<file path="config.mk">
export PLATFORM = sky130hd
export DESIGN_NAME = ordered_dither_flat
export DESIGN_NICKNAME = d
export VERILOG_FILES = /design/src/rtl/ordered_dither_if.sv /design/src/rtl/ordered_dither.sv /design/src/flat_wrapper.sv
export SDC_FILE = /design/constraint.sdc
export NUM_CORES = 1
export LEC_CHECK = 0
export CORE_MARGIN = 2
export CORE_UTILIZATION = 36
export CTS_CLUSTER_DIAMETER = 80
export CTS_CLUSTER_SIZE = 28
export DETAILED_ROUTE_END_ITERATION = 16
export PLACE_DENSITY = 0.83
export SKIP_LAST_GASP = 1
export SLEW_MARGIN = 20
export SYNTH_ARGS = -nofsm -noshare
export SYNTH_HDL_FRONTEND = slang
export SYNTH_SLANG_ARGS = --single-unit
</file>
<file path="constraint.sdc">
create_clock -name clk -period 1.2 [get_ports clk]
set_input_delay 0.12 -clock clk [delete_from_list [all_inputs] [get_ports clk]]
set_output_delay 0.12 -clock clk [all_outputs]
set_load 0.02 [all_outputs]
</file>
<file path="src/rtl/ordered_dither_if.sv">
// Pixel-stream bundle between the renderer and the ordered-dither stage.
// The master drives position, syncs and colour; the slave returns dithered pixels.
interface ordered_dither_if #(
    parameter int CHANNELS = 3,
    parameter int IN_BITS  = 4,
    parameter int OUT_BITS = 2
);
    logic [9:0]                   hpos;
    logic [9:0]                   vpos;
    logic                         hsync_n_in;
    logic                         vsync_n_in;
    logic                         de_in;
    logic                         field_hold;
    logic [CHANNELS*IN_BITS-1:0]  rgb_in;
    logic [CHANNELS*OUT_BITS-1:0] rgb_out;
    logic                         hsync_n_out;
    logic                         vsync_n_out;
    logic                         de_out;
    logic [1:0]                   field;

    modport master (
        output hpos, vpos, hsync_n_in, vsync_n_in, de_in, field_hold, rgb_in,
        input  rgb_out, hsync_n_out, vsync_n_out, de_out, field
    );

    modport slave (
        input  hpos, vpos, hsync_n_in, vsync_n_in, de_in, field_hold, rgb_in,
        output rgb_out, hsync_n_out, vsync_n_out, de_out, field
    );
endinterface

</file>
<file path="src/rtl/ordered_dither.sv">
// Two-stage ordered (4x4 Bayer) dither from IN_BITS to OUT_BITS per channel,
// with optional field-rotated thresholds and sync/enable carried alongside.
module ordered_dither #(
    parameter int CHANNELS = 3,
    parameter int IN_BITS  = 4,
    parameter int OUT_BITS = 2,
    parameter int TEMPORAL = 1
) (
    input  logic           clk,
    input  logic           reset_n,
    ordered_dither_if.slave bus
);
    localparam int D = IN_BITS - OUT_BITS;

    logic [1:0]          field;
    logic                vs_prev;
    logic [1:0]          x;
    logic [3:0]          b_raw;
    logic [3:0]          b_shift;

    logic [OUT_BITS-1:0] q1    [CHANNELS];
    logic [D-1:0]        frac1 [CHANNELS];
    logic [D-1:0]        t1;
    logic                hs1;
    logic                vs1;
    logic                de1;

    logic [CHANNELS*OUT_BITS-1:0] rgb_next;
    logic [CHANNELS*OUT_BITS-1:0] rgb_q;
    logic                         hs2;
    logic                         vs2;
    logic                         de2;

    logic unused_pos;
    assign unused_pos = ^{bus.hpos[9:2], bus.vpos[9:2]};

    assign x = bus.hpos[1:0] ^ field;

    always_comb begin
        b_raw = '0;
        case ({bus.vpos[1:0], x})
            4'h0: b_raw = 4'd0;
            4'h1: b_raw = 4'd8;
            4'h2: b_raw = 4'd2;
            4'h3: b_raw = 4'd10;
            4'h4: b_raw = 4'd12;
            4'h5: b_raw = 4'd4;
            4'h6: b_raw = 4'd14;
            4'h7: b_raw = 4'd6;
            4'h8: b_raw = 4'd3;
            4'h9: b_raw = 4'd11;
            4'hA: b_raw = 4'd1;
            4'hB: b_raw = 4'd9;
            4'hC: b_raw = 4'd15;
            4'hD: b_raw = 4'd7;
            4'hE: b_raw = 4'd13;
            default: b_raw = 4'd5;
        endcase
        b_shift = b_raw >> (4 - D);
    end

    // A falling vsync edge seen while held is dropped, not deferred.
    always_ff @(posedge clk or negedge reset_n) begin
        if (!reset_n) begin
            vs_prev <= 1'b1;
            field   <= '0;
        end else begin
            vs_prev <= bus.vsync_n_in;
            if (TEMPORAL != 0 && vs_prev && !bus.vsync_n_in && !bus.field_hold)
                field <= field + 2'd1;
        end
    end

    always_ff @(posedge clk or negedge reset_n) begin
        if (!reset_n) begin
            for (int unsigned c = 0; c < CHANNELS; c++) begin
                q1[c]    <= '0;
                frac1[c] <= '0;
            end
            t1  <= '0;
            hs1 <= 1'b1;
            vs1 <= 1'b1;
            de1 <= 1'b0;
        end else begin
            for (int unsigned c = 0; c < CHANNELS; c++) begin
                q1[c]    <= bus.rgb_in[c*IN_BITS+D +: OUT_BITS];
                frac1[c] <= bus.rgb_in[c*IN_BITS +: D];
            end
            t1  <= b_shift[D-1:0];
            hs1 <= bus.hsync_n_in;
            vs1 <= bus.vsync_n_in;
            de1 <= bus.de_in;
        end
    end

    always_comb begin
        rgb_next = '0;
        for (int unsigned c = 0; c < CHANNELS; c++) begin
            if (de1) begin
                if (frac1[c] > t1 && q1[c] != '1)
                    rgb_next[c*OUT_BITS +: OUT_BITS] = q1[c] + 1'b1;
                else
                    rgb_next[c*OUT_BITS +: OUT_BITS] = q1[c];
            end
        end
    end

    always_ff @(posedge clk or negedge reset_n) begin
        if (!reset_n) begin
            rgb_q <= '0;
            hs2   <= 1'b1;
            vs2   <= 1'b1;
            de2   <= 1'b0;
        end else begin
            rgb_q <= rgb_next;
            hs2   <= hs1;
            vs2   <= vs1;
            de2   <= de1;
        end
    end

    assign bus.rgb_out     = rgb_q;
    assign bus.hsync_n_out = hs2;
    assign bus.vsync_n_out = vs2;
    assign bus.de_out      = de2;
    assign bus.field       = field;
endmodule
</file>
<file path="src/flat_wrapper.sv">
// flat-port wrapper written by rule: the top's interface ports become plain ports
module ordered_dither_flat 
#(
    parameter int CHANNELS = 3,
    parameter int IN_BITS  = 4,
    parameter int OUT_BITS = 2,
    parameter int TEMPORAL = 1
)
  (clk, reset_n, bus_hpos, bus_vpos, bus_hsync_n_in, bus_vsync_n_in, bus_de_in, bus_field_hold, bus_rgb_in, bus_rgb_out, bus_hsync_n_out, bus_vsync_n_out, bus_de_out, bus_field);
  ordered_dither_if #(.CHANNELS(CHANNELS), .IN_BITS(IN_BITS), .OUT_BITS(OUT_BITS)) bus_i ();
  input  logic clk;
  input  logic reset_n;
  input wire logic [$bits(bus_i.hpos)-1:0] bus_hpos;
  input wire logic [$bits(bus_i.vpos)-1:0] bus_vpos;
  input wire logic [$bits(bus_i.hsync_n_in)-1:0] bus_hsync_n_in;
  input wire logic [$bits(bus_i.vsync_n_in)-1:0] bus_vsync_n_in;
  input wire logic [$bits(bus_i.de_in)-1:0] bus_de_in;
  input wire logic [$bits(bus_i.field_hold)-1:0] bus_field_hold;
  input wire logic [$bits(bus_i.rgb_in)-1:0] bus_rgb_in;
  output wire logic [$bits(bus_i.rgb_out)-1:0] bus_rgb_out;
  output wire logic [$bits(bus_i.hsync_n_out)-1:0] bus_hsync_n_out;
  output wire logic [$bits(bus_i.vsync_n_out)-1:0] bus_vsync_n_out;
  output wire logic [$bits(bus_i.de_out)-1:0] bus_de_out;
  output wire logic [$bits(bus_i.field)-1:0] bus_field;
  assign bus_i.hpos = bus_hpos;
  assign bus_i.vpos = bus_vpos;
  assign bus_i.hsync_n_in = bus_hsync_n_in;
  assign bus_i.vsync_n_in = bus_vsync_n_in;
  assign bus_i.de_in = bus_de_in;
  assign bus_i.field_hold = bus_field_hold;
  assign bus_i.rgb_in = bus_rgb_in;
  assign bus_rgb_out = bus_i.rgb_out;
  assign bus_hsync_n_out = bus_i.hsync_n_out;
  assign bus_vsync_n_out = bus_i.vsync_n_out;
  assign bus_de_out = bus_i.de_out;
  assign bus_field = bus_i.field;
  ordered_dither #(.CHANNELS(CHANNELS), .IN_BITS(IN_BITS), .OUT_BITS(OUT_BITS), .TEMPORAL(TEMPORAL)) u_core (.clk(clk), .reset_n(reset_n), .bus(bus_i));
endmodule
</file>
# After elaboration in Yosys (flattened, before gate mapping)

Memories as Yosys holds them, arrays and structs flattened. A register that Yosys moved wholly into a read port is not among the register bits.
Index checks and enable logic that the tools add are counted.
W data, S select, Z words.

Magnitude comparators: 3
Mux-type cells: 6
Equality and inequality tests: 3
Add/subtract/negate cells: 4
Reductions and logical operators: 8
Bitwise gates (word level): 1

Operator list:

| kind                  | number |
|---|---|
| $mux W2               | 6 |
| $add A2 B1 Y2 const B | 4 |
| $gt A2 B2 Y1          | 3 |
| $ne A2 B2 Y1 const B  | 3 |
| $logic_and A1 B1 Y1   | 5 |
| $logic_not A1 Y1      | 3 |
| $xor A2 B2 Y2         | 1 |

ROM bits: 64
Logic and storage cells: 40
Output and inout port bits: 11
Input port bits: 38
Bits in registers: 26
Memories kept: 1

Memories:

| memory           | depth | bits a word | read ports | clocked after memory_dff | wr ports | line                 | RTL |
|---|---|---|---|---|---|---|---|
| (name not given) | 16    | 4           | 1          | 1                        | 0        | ordered_dither.sv:41 | `case ({bus.vpos[1:0], x})` |

# Logic depth before layout (Yosys ltp)

Depth in word-level cells: 4
Depth in mapped cells: 5

# Worst setup path before layout

No wires, ideal clock.

Path kind: flip-flop to flip-flop
From: register u_core.t1[1]
To: register u_core.rgb_q[2] (netlist: u_core.bus.rgb_out[2])
Clock period less this slack: 1215 ps
Required time: 1121 ps
Arrival: 1135 ps
Setup slack: -15 ps
Cell stages (with the launch flop): 6
Setup time: 79 ps
Cells stage by stage: dfrtp_1 -> inv_1 -> ha_1 -> a21oi_1 -> o21a_1 -> mux2i_1

Word-level cells in the longest chain between the ends: 4

Ends and longest elaborated chain:

| item                   | line                  | RTL |
|---|---|---|
| start, declared        | ordered_dither.sv:23  | `logic [D-1:0] t1;` |
| $gt A2 B2 Y1           | ordered_dither.sv:100 | `if (frac1[c] > t1 && q1[c] != '1)` |
| $logic_and A1 B1 Y1    | ordered_dither.sv:100 |  |
| $mux W2                | ordered_dither.sv:100 |  |
| $mux W2                | ordered_dither.sv:99  | `if (de1) begin` |
| net u_core.rgb_next[2] | ordered_dither.sv:28  | `logic [CHANNELS*OUT_BITS-1:0] rgb_next;` |
| end signal, assigned   | ordered_dither.sv:115 | `rgb_q <= rgb_next;` |
| end, declared          | ordered_dither.sv:29  | `logic [CHANNELS*OUT_BITS-1:0] rgb_q;` |

The timed path passes the listed nets, and every way through them passes these cells.
A chain may end at the register's enable or synchronous reset.

# Worst setup path in the final report

From: register u_core.t1[0]
To: register u_core.rgb_q[4] (netlist: u_core.bus.rgb_out[4])

Same word-level chain as after synthesis.

==> flow_summary.ini <==
[sta]
setup_ws_ns = -0.1005
relSlewSlack_pct = 74.96
rsz0062_at_grt = yes
setup_viol_count_final = 6
min_period_ns = 1.301
worst_slew_pin_slew_ns = 0.3757
finalSetupTns_ns = -0.5033
drv_slew = 0
fin_crit_sh_pct = 108.4
skew_ns = 0.003117
hold_viol = 0
fmax_mhz = 768.9

[power_and_ir_drop]
ir_drop_mv = 1.475
power_mw = 2.460
p_leak_nw = 0.6958
power_density_nw_per_um2 = 1584

[yosys]
synth_area_um2 = 1070
yosysTopAreaCell = dfrtp_1
synth_cell_types = 15
syn_avg_cell_area_um2 = 14.08
ys_seq_area_share_pct = 65.96
ys_ff_latch = 28
netlist_top_cells_area = dfrtp_1 56%, ha_1 11%, dfstp_2 9.8%
yosysWarnings = 0
synth.net_count = 123
yosysTopAreaCellShare_pct = 56.14
syn_inst = 76

[place]
placed_area_um2 = 1426
routabilityCongestion = 0.6973
placedCellCount = 139
io_buffers = 30
hpwl_um = 1370

[finish]
multiInputGateArea_um2 = 437.9
fin_nets = 161
layout.cells.non_filler = 144
drive_gt1_share_pct = 23.89
fillers = 230
regArea_um2 = 706.9
finalInstanceArea_um2 = 1553
area_growth_pct = 45.15
n_antenna_cell = 0

[routing]
first_iter_violations = 1
final_antenna_net_count = 0
viasPerCell = 4.542
drc = 0
drt-total-wl_um = 1764
firstDrtPassIters = 4
dr_total_vias = 654
routedWlPerCell_um = 12.25

[die]
die_area_um2 = 3423
core_um2 = 2781
dieHeight_um = 58.51
start_util_pct = 38.46
ios = 49
fp-row-count = 19
die-width_um = 58.51

[clock_tree]
insertion_delay_ns = 0.31
cts_buffer_depth = 2
clkSinkCount = 28
path_clk_slew_ns = 0.13
h-tree-depth = 1
cts_setup_buffers = 0
cts_root_buffer = clkbuf_4
cts_tree = built
numCtsBuffers = 3

[critical_path]
required_ns = 1.44
crit_arrival_ns = 1.54
endpoint_kind = flop
cp-start-kind = flop
cp_max_fo = 3
path_class = reg2reg

[grt]
antenna_found_initial = 0
grt_pass1_wl_um = 2829
grt.overflow.total = 0
grt_usage_pct = 11.01
grt_start_max_net_pins = 19
grt_pass1_vias = 701

[status]
failed_checks = negative setup slack
status = complete, but fails checks

[hold_path]
hp-class = in2reg

[job]
drv_cap = 0
## synthesized netlist by cell type (all sizes together)
library cell	number
a21oi	3
buf	1
dfrtp	24
dfstp	4
ha	9
inv	4
mux2i	6
nand2	10
nand2b	3
nand3	1
nor2	1
nor2b	3
o21a	3
xnor2	4
## through the flow
step / util (%) / setup WS (ns) / hold WS, ns
2_1_floorplan: - / 0.004044 / -0.1756
3_3_place_gp: 51.28 / -0.09949 / 0.3168
3_5_place_dp: 51.28 / -0.1176 / 0.3194
4_1_cts: 52.77 / -0.1409 / 0.2030
5_1_grt: 55.83 / -0.1981 / 0.1996
6_report: 55.83 / -0.1005 / 0.2114
## critical path, stage by stage (launching register included)
cell and delay [ns]:
dfrtp_2 0.50, ha_4 0.23, a21oi_2 0.13, o21a_1 0.18
mux2i_1 0.19
## timing repair
| action | CTS | global route |
|---|---|---|
| hold endpoints to repair | 1 | 0 |
| hold buffers | 1 | 0 |
| resized for setup | 15 | 16 |
| setup endpoints to repair | 17 | 10 |
| pin swaps | 4 | 7 |
## cell families after synthesis
group / after synthesis / share of synthesized area, %
AO/OA/AOI/OAI: 6 / 3.508
XOR/XNOR: 4 / 3.275
adder cells (fa/ha/maj): 9 / 10.53
buffers and inverters: 5 / 1.870
flip-flops: 28 / 65.97
multiplexers: 6 / 5.614
AND/OR/NAND/NOR: 18 / 9.240
## flip-flops by register name, summed over array words and instances (netlist names), 2 cells and up
register            count
u_core.q1               6
u_core.frac1            6
u_core.bus.field        2
u_core.bus.rgb_out      6
u_core.t1               2
## final timing paths
kind                       slack [ns]                          endpoint                    from  cells after the start
max                             -0.10   u_core.bus.rgb_out[4]$_DFF_PN0_  u_core.t1[0]$_DFF_PN0_                      4
min                              0.21              u_core.hs1$_DFF_PN1_          bus_hsync_n_in                      1
max reg2reg                     -0.10   u_core.bus.rgb_out[4]$_DFF_PN0_  u_core.t1[0]$_DFF_PN0_                      4
min reg2reg                      0.37  u_core.bus.hsync_n_out$_DFF_PN1_    u_core.hs1$_DFF_PN1_                      0
max in group asynchronous        0.18          u_core.vs_prev$_DFF_PN1_                 reset_n                      3
min in group asynchronous        0.51   u_core.bus.field[1]$_DFFE_PN0P_                 reset_n                      2
## cell type report
type / count / area share (%)
sequential: 28 / 45.53
multi-input combinational: 43 / 28.20
timing repair buffer: 34 / 20.31
tap: 31 / 2.498
clock buffer: 4 / 2.337
inverter: 4 / 1.128
## layout by cell type, fill, tap and decap left out
cell | synthesis | final
dlygate4sd2_1 | 0 | 6
clkbuf_8 | 0 | 1
nand2b_1 | 3 | 3
xnor2_1 | 4 | 4
clkbuf_2 | 0 | 1
inv_1 | 4 | 3
clkbuf_4 | 0 | 3
dfrtp_1 | 24 | 23
buf_4 | 0 | 3
dfstp_2 | 4 | 4
nand3_1 | 1 | 1
buf_2 | 1 | 1
clkdlybuf4s50_1 | 0 | 19
ha_1 | 9 | 3
dlygate4sd3_1 | 0 | 1
clkdlybuf4s15_1 | 0 | 3
mux2i_1 | 6 | 6
dfrtp_2 | 0 | 1
ha_4 | 0 | 6
inv_4 | 0 | 1
nor2b_4 | 2 | 3
nor2_1 | 1 | 1
a21oi_2 | 0 | 3
nand2_1 | 10 | 10
o21a_1 | 3 | 3
## power breakdown
group          leakage [nW]  internal, mW  switching, mW  total, mW
sequential            0.328          1.08         0.0763       1.15
combinational         0.346         0.492          0.386      0.879
clock                0.0210         0.185          0.243      0.428
total                 0.696          1.75          0.706       2.46
## per-layer routing
layer / global-route usage, % / part of all wire (%) / routed length [um]
met1: 11.99 / 37 / 654
met2: 21.03 / 57 / 1010
met3: 2.418 / 5.7 / 100
met4: 3.322 / 0 / 0
met5: 0 / 0 / 0
No activity file was read; power rests on OpenSTA's default activity.
